**src/rtl/ra_lcb_cal.sv**
```systemverilog
// Calibration sequencer for the LCB strobe delay: sweeps every tap, counts fb_ok passes
// per tap, and programs the midpoint of the first contiguous passing window.
`ifndef LCBSDR_CONFIGWIDTH
`define LCBSDR_CONFIGWIDTH 4
`endif

module ra_lcb_cal #(
    parameter int               CFG_W       = `LCBSDR_CONFIGWIDTH,
    parameter logic [CFG_W-1:0] CFG_DEFAULT = {CFG_W{1'b0}},
    parameter int               SETTLE_CYC  = 4,
    parameter int               SAMPLE_CYC  = 16,
    parameter int               THRESH      = 16
) (
    input  logic             clk,
    input  logic             reset,
    input  logic             start,
    input  logic             fb_ok,
    output logic [CFG_W-1:0] cfg,
    output logic             busy,
    output logic             done,
    output logic             err,
    output logic [CFG_W-1:0] win_lo,
    output logic [CFG_W-1:0] win_hi
);

    localparam int HIT_W   = $clog2(SAMPLE_CYC + 1);
    localparam int CNT_MAX = (SETTLE_CYC > SAMPLE_CYC) ? SETTLE_CYC : SAMPLE_CYC;
    localparam int CNT_W   = $clog2(CNT_MAX + 1);
    localparam logic [CNT_W-1:0] SETTLE_LAST = CNT_W'(SETTLE_CYC - 1);
    localparam logic [CNT_W-1:0] SAMPLE_LAST = CNT_W'(SAMPLE_CYC - 1);
    localparam logic [HIT_W-1:0] THRESH_V    = HIT_W'(THRESH);
    localparam logic [CFG_W-1:0] CFG_MAX     = {CFG_W{1'b1}};

    typedef enum logic [2:0] {
        ST_IDLE   = 3'd0,
        ST_SETTLE = 3'd1,
        ST_SAMPLE = 3'd2,
        ST_EVAL   = 3'd3,
        ST_FINISH = 3'd4
    } state_t;

    state_t           state_r;
    logic [CNT_W-1:0] cnt_r;
    logic [HIT_W-1:0] hits_r;
    logic             fb_meta_r;
    logic             fb_sync_r;
    logic             run_open_r;
    logic             run_closed_r;
    logic             found_r;
    logic [CFG_W-1:0] cfg_r;
    logic             busy_r;
    logic             done_r;
    logic             err_r;
    logic [CFG_W-1:0] win_lo_r;
    logic [CFG_W-1:0] win_hi_r;
    logic             tap_pass_s;
    logic [CFG_W:0]   win_sum_s;

    assign tap_pass_s = (hits_r >= THRESH_V);
    // Sum is one bit wider so the midpoint never wraps.
    assign win_sum_s  = {1'b0, win_lo_r} + {1'b0, win_hi_r};

    assign cfg    = cfg_r;
    assign busy   = busy_r;
    assign done   = done_r;
    assign err    = err_r;
    assign win_lo = win_lo_r;
    assign win_hi = win_hi_r;

    // Sweep FSM, fb_ok synchronizer and all registered outputs.
    always_ff @(posedge clk) begin
        if (reset) begin
            state_r      <= ST_IDLE;
            cnt_r        <= {CNT_W{1'b0}};
            hits_r       <= {HIT_W{1'b0}};
            fb_meta_r    <= 1'b0;
            fb_sync_r    <= 1'b0;
            run_open_r   <= 1'b0;
            run_closed_r <= 1'b0;
            found_r      <= 1'b0;
            cfg_r        <= CFG_DEFAULT;
            busy_r       <= 1'b0;
            done_r       <= 1'b0;
            err_r        <= 1'b0;
            win_lo_r     <= {CFG_W{1'b0}};
            win_hi_r     <= {CFG_W{1'b0}};
        end else begin
            fb_meta_r <= fb_ok;
            fb_sync_r <= fb_meta_r;
            case (state_r)
                ST_IDLE: begin
                    if (start) begin
                        state_r      <= ST_SETTLE;
                        cnt_r        <= {CNT_W{1'b0}};
                        cfg_r        <= {CFG_W{1'b0}};
                        busy_r       <= 1'b1;
                        done_r       <= 1'b0;
                        err_r        <= 1'b0;
                        win_lo_r     <= {CFG_W{1'b0}};
                        win_hi_r     <= {CFG_W{1'b0}};
                        run_open_r   <= 1'b0;
                        run_closed_r <= 1'b0;
                        found_r      <= 1'b0;
                    end
                end
                ST_SETTLE: begin
                    if (cnt_r == SETTLE_LAST) begin
                        cnt_r   <= {CNT_W{1'b0}};
                        hits_r  <= {HIT_W{1'b0}};
                        state_r <= ST_SAMPLE;
                    end else begin
                        cnt_r <= cnt_r + CNT_W'(1);
                    end
                end
                ST_SAMPLE: begin
                    if (fb_sync_r) begin
                        hits_r <= hits_r + HIT_W'(1);
                    end
                    if (cnt_r == SAMPLE_LAST) begin
                        cnt_r   <= {CNT_W{1'b0}};
                        state_r <= ST_EVAL;
                    end else begin
                        cnt_r <= cnt_r + CNT_W'(1);
                    end
                end
                ST_EVAL: begin
                    // Only the first contiguous run is tracked; passes after it closes are dropped.
                    if (tap_pass_s) begin
                        if (!run_open_r && !run_closed_r) begin
                            win_lo_r   <= cfg_r;
                            win_hi_r   <= cfg_r;
                            run_open_r <= 1'b1;
                            found_r    <= 1'b1;
                        end else if (run_open_r) begin
                            win_hi_r <= cfg_r;
                        end
                    end else if (run_open_r) begin
                        run_open_r   <= 1'b0;
                        run_closed_r <= 1'b1;
                    end
                    if (cfg_r != CFG_MAX) begin
                        cfg_r   <= cfg_r + CFG_W'(1);
                        state_r <= ST_SETTLE;
                    end else begin
                        state_r <= ST_FINISH;
                    end
                end
                ST_FINISH: begin
                    if (found_r) begin
                        cfg_r <= win_sum_s[CFG_W:1];
                    end else begin
                        cfg_r <= CFG_DEFAULT;
                        err_r <= 1'b1;
                    end
                    busy_r  <= 1'b0;
                    done_r  <= 1'b1;
                    state_r <= ST_IDLE;
                end
                default: begin
                    state_r <= ST_IDLE;
                end
            endcase
        end
    end

endmodule

```
**config.mk**
```make
export PLATFORM = sky130hd
export DESIGN_NAME = ra_lcb_cal
export DESIGN_NICKNAME = d
export VERILOG_FILES = /design/src/rtl/ra_lcb_cal.sv
export SDC_FILE = /design/constraint.sdc
export NUM_CORES = 1
export LEC_CHECK = 0
export ABC_AREA = 0
export CAP_MARGIN = 20
export CORE_UTILIZATION = 31
export CTS_BUF_LIST = sky130_fd_sc_hd__clkbuf_8
export CTS_CLUSTER_DIAMETER = 120
export DETAILED_ROUTE_END_ITERATION = 10
export PLACE_DENSITY_LB_ADDON = 0.08
export SKIP_LAST_GASP = 1
export SLEW_MARGIN = 10
export SYNTH_ARGS = -nofsm -noshare
export SYNTH_HDL_FRONTEND = slang
export SYNTH_SLANG_ARGS = --single-unit
```
**constraint.sdc**
```tcl
create_clock -name clk -period 1.65 [get_ports clk]
set_clock_uncertainty 0.2 [all_clocks]
set_input_delay 0.33 -clock clk [delete_from_list [all_inputs] [get_ports clk]]
set_output_delay 0.33 -clock clk [all_outputs]
set_load 0.05 [all_outputs]
```
Word-level counts from Yosys, hierarchy flattened

Index checks and enable logic that the tools add are counted.

Eq/ne operators: 19
Add/subtract/negate cells: 4
Magnitude comparators: 1
Muxes and demuxes: 37
Reduce and logical (&&, ||, !) cells: 19

Operators with widths:

| kind                                                      | number |
|---|---|
| two-way mux 4 bit                                         | 8 |
| two-way mux 5 bit                                         | 5 |
| != test 2 bit (second input constant)                     | 10 |
| case mux 4 bit (2 select lines)                           | 2 |
| case mux 5 bit (3 select lines)                           | 1 |
| AND reduction 3 bit                                       | 5 |
| two-way mux 3 bit                                         | 4 |
| case mux 1 bit (2 select lines)                           | 6 |
| case mux 3 bit (4 select lines)                           | 1 |
| case mux 4 bit (3 select lines)                           | 1 |
| AND reduction 4 bit                                       | 3 |
| adder 5 x 1 -> 5 bit (second input constant)              | 2 |
| case mux 5 bit (2 select lines)                           | 1 |
| two-way mux 1 bit                                         | 8 |
| equality test 3 x 2 -> 1 bit (second input constant)      | 2 |
| != test 3 bit (second input constant)                     | 2 |
| nonzero test 2 bit                                        | 3 |
| nonzero test 3 bit                                        | 2 |
| adder 4 x 4 -> 5 bit                                      | 1 |
| equality test 5 x 2 -> 1 bit (second input constant)      | 1 |
| equality test 5 x 4 -> 1 bit (second input constant)      | 1 |
| greater-or-equal comparator 5 bit (second input constant) | 1 |
| adder 4 x 1 -> 4 bit (second input constant)              | 1 |
| != test 4 bit (second input constant)                     | 1 |
| other kinds (6)                                           | 8 |

Flip-flop bits (word level): 33
Logic and storage cells: 94
Input port bits: 4

Depth between registers and ports, before layout

Depth after elaboration: 5
Mapped depth: 8
Depth with buffers taken out: 8

Worst setup path before layout

OpenSTA, ideal clock, no wires.

Path type: flip-flop to flip-flop
Start point: reg cfg_r[0], in the netlist cfg[0]
End point: reg cfg_r[2], in the netlist cfg[2]
Path slack: -0.272 ns
Cell stages (with the launch flop): 6
Library setup time: 0.074 ns
Arrival: 1.648 ns
Clock period less this slack: 1.922 ns
Cells stage by stage: dfxtp_1 > ha_1 > and3_1 > o32ai_2 > a31o_1 > a31oi_1

Cells in the longest elaborated chain, start to end: 3

Ends and longest elaborated chain:

| element                                                                | line     | text |
|---|---|---|
| from (decl)                                                            | 50       | `logic [CFG_W-1:0] cfg_r;` |
| from (signal assigned)                                                 | 95       | `cfg_r <= {CFG_W{1'b0}};` |
| from (signal assigned)                                                 | 142      | `cfg_r <= cfg_r + CFG_W'(1);` |
| from (signal assigned)                                                 | 150      | `cfg_r <= win_sum_s[CFG_W:1];` |
| adder 4 x 1 -> 4 bit or != test 4 bit (tied branches)                  | 142, 141 |  |
| two-way mux 4 bit or != test 2 bit (tied branches)                     | n/a      |  |
| case mux 4 bit (3 select lines) or AND reduction 3 bit (tied branches) | n/a      |  |

Parallel ways exist; a longest one is shown, timed or not. The select of a mux whose other input is x is not followed.
A chain may end at the register's enable or synchronous reset.

Final worst setup path

Start point: reg cnt_r[0]
End point: reg cnt_r[0]

Cells in the longest elaborated chain, start to end: 3

Ends and longest elaborated chain:

| element                                            | line     | text |
|---|---|---|
| from (decl)                                        | 43       | `logic [CNT_W-1:0] cnt_r;` |
| from (signal assigned)                             | 74       | `cnt_r <= {CNT_W{1'b0}};` |
| from (signal assigned)                             | 94       | `cnt_r <= {CNT_W{1'b0}};` |
| from (signal assigned)                             | 108      | `cnt_r <= {CNT_W{1'b0}};` |
| adder 5 x 1 -> 5 bit, or another cell as far along | 112, 123 |  |
| two-way mux 5 bit (on tied branches)               | 119, 107 |  |
| case mux 5 bit (3 select lines) *                  | 90       | `case (state_r)` |

Mark *: on every way between the ends. The rest lies on a longest branch, timed or not.

==> key figures <==
Critical path
  • CP Cell Sequence: ha_4 -> or4b_4 -> o21ai_2 -> a21oi_2 -> and2_1
  • Max stage delay on crit path: 480 ps
  • Cell family with most CP delay: simple AND/OR/NAND/NOR gates
  • Buf+Inv Stages, Crit Path: 0
  • CP required: 1620 ps
  • Worst-path maximum fanout: 4
  • Crit end category: flop
  • Slowest CP cell: or4b_4
  • Arrival @ worst endpoint: 1690 ps
  • CP Launch Type: flop
  • Critical path class: flop to flop

STA
  • Final Cycle Share: 1.04
  • Setup TNS: -347 ps
  • Final hold vios: 0
  • RSZ-0062 raised after global routing: true
  • Final setup margin: -69.3 ps
  • Worst Tran Pin Value: ~340 ps
  • Rel. slew slack: 0.773
  • Fin crit period: 1720 ps
  • Slew Viols, Final: 0
  • Final setup fails: 7
  • Peak Freq: 582 MHz
  • Hold slack: 242 ps

Placed design
  • Pre-CTS WS: -452 ps
  • # placed instances: 327
  • Post-Place Cell Area: about 2500 sq um
  • DP Wirelength: 3450 um
  • Port bufs: 18
  • Routability cong.: slightly below 0.8

Clock tree
  • Clock Path Buffers: 2
  • Total CTS buffers: 5
  • Sink Count: 33
  • Worst-Skew Late Latency: between 200 and 300 ps
  • CTS tree: built
  • Depth of the CTS H-tree: 2
  • Clock transition at path regs: 60 ps
  • Post-cts hold buffer count: 0
  • Clk Tree Root Cell: clkbuf_8

Synth
  • Synth warnings: 0
  • Gate Count Post-Synth: 200
  • Adder-Cell Fraction of Synth Area: 0.0750
  • Post-synthesis mux area share: 0.0340
  • Avg Cell Area, Syn: 8.84 sq um
  • Asr flop ratio synth: 0
  • EDFF count, synth: 0
  • Synth Net Count: 214
  • #FFs+latches synth: 33
  • Synth Area in XOR/XNOR: 0.0248
  • Main combinational cell family by area after synthesis: simple AND/OR/NAND/NOR gates
  • Mapped Area: 1770 sq um
  • Complex-gate fraction of the synthesized area: 0.178
  • Sequential element share of the synthesized area: 0.374
  • Synthesized-area fraction occupied by and/or/nand/nor cells: 0.272
  • Most used DFF post-synth: dfxtp_1
  • Netlist cell types: 48

Global route
  • GRT Util Overall: 0.175
  • GRT overflow: 0
  • Global-route wire length before repair: 8220 um
  • Largest net degree at the start of global routing: 16
  • Vias in the first global route: 1,760
  • Initial antenna violation count: 0

Layout
  • Final instance area: 2820 sq um
  • Nets: 279
  • Layout Utilization: 0.512
  • Fill count: between 500 and 600
  • Most common cell after layout, fill and taps aside: buf_4
  • Area of the multi-input gates: 1210 sq um
  • Layout cells sized above 1: 0.466
  • ANT cells: 0
  • Area grow syn2layout: 59.6%
  • Sequential cell area: approximately 700 sq um
  • Highest-count cells in the layout ignoring fill and taps: buf_4 (47), nor2_1 (22), dfxtp_1 (18), buf_12 (16)
  • Non-filler cells, final: 338

Power
  • Leak pwr: 1.15 nW
  • Clock group share of total power: 0.369
  • Switching part of the total power: 0.248
  • Internal Dissipation: 1.25 mW
  • Power share of the sequential group: 0.493
  • Max VDD drop: about 260 uV
  • Logic pwr share: 0.139
  • Switching power: 412 uW
  • Pwr/cell area: 587 nW/um^2
  • Final Total Pwr: 1.66 mW

Die
  • Die X: 77.5 um
  • Core Region: ~5500 sq um
  • Die area: 6010 sq um
  • # IOs: 19
  • Std cell rows: 27
  • Die height: 77.5 um
  • Initial Util: 0.321

Routing
  • DRT antenna net count: 0
  • Met2 Wirelength: roughly 2600 um
  • Final wirelength: 4940 um
  • Vias per cell: 5.01
  • Residual DRC: 0
  • M1 wire length: 2160 um
  • Routed wl met3: 119 um
  • Drt first pass iters: 4
  • Max Used Layer: met4
  • DRT iter0 DRCs: 49
  • Routed WL per cell: 14.6 um
  • DR vias: 1,695

Worst hold path
  • Worst hold path class: flop to flop

Flow run
  • Max-Cap Viols: 0

Outcome
  • Run status: finished with violations
  • Violated checks: negative setup slack
==> kinds of logic (layout without fill, tap and decap cells) <==
group / after synthesis / count (layout)
XOR/XNOR: 5 / 5
flip-flops: 33 / 33
buffers and inverters: 14 / 80
adder cells (fa/ha/maj): 10 / 10
multiplexers: 6 / 6
AO/OA/AOI/OAI: 47 / 47
AND/OR/NAND/NOR: 85 / 85
==> layer usage <==
metal	GRT usage	vias up
met3	0.0259	8
met2	0.310	33
met5	0	-
met1	0.208	810
met4	0.0755	0
li1	-	844
==> synthesized netlist by cell type (all sizes together) (4+ instances only) <==
cell type,n,area [sq um]
a21oi,18,90.1
a22oi,4,30.0
and2,4,25.0
buf,6,45.0
dfxtp,33,661
ha,9,113
inv,5,18.8
mux2i,6,60.1
nand2,13,48.8
nand3,8,40.0
nor2,23,88.8
nor2b,7,43.8
o21ai,10,50.0
or3,9,56.3
xnor2,4,35.0
==> cell type report <==
| class | instances | share of cell area |
|---|---|---|
| inverter | 5 | 0.00665 |
| clock inverter | 2 | 0.00266 |
| tap | 72 | 0.0319 |
| multi-input combinational | 153 | 0.430 |
| sequential | 33 | 0.247 |
| timing repair buffer | 67 | 0.253 |
| clock buffer | 6 | 0.0293 |
==> power by group through the flow <==
stage               logic (mW)  registers, mW  clock network, mW
floorplan               0.0771          0.853                  0
global placement         0.187          0.834                  0
detailed placement       0.191          0.835                  0
CTS                      0.215          0.819              0.636
global route             0.247          0.817              0.668
finish                   0.230          0.816              0.611
==> worst paths after layout <==
kind	startpoint	endpoint	slack, ps	cells after the start
worst max-delay path	cnt_r[0]	cnt_r[0]	-70	5
worst min-delay path	fb_meta_r	fb_sync_r	240	1
worst max register to register	cnt_r[0]	cnt_r[0]	-70	5
worst min register to register	fb_meta_r	fb_sync_r	240	1
==> sequential cells by signal, summed over array words and instances, names as in the netlist <==
signal        cells
fb_sync_r         1
hits_r            5
win_hi            4
err               1
run_closed_r      1
run_open_r        1
cnt_r             5
busy              1
done              1
state_r           3
found_r           1
fb_meta_r         1
cfg               4
win_lo            4
==> repair_timing <==
item,in CTS,in global routing
pin swaps,9,13
buffers inserted,2,1
endpoints found under the setup margin,19,21
gates resized for setup,28,18
Power figures use the tool's default switching activity.
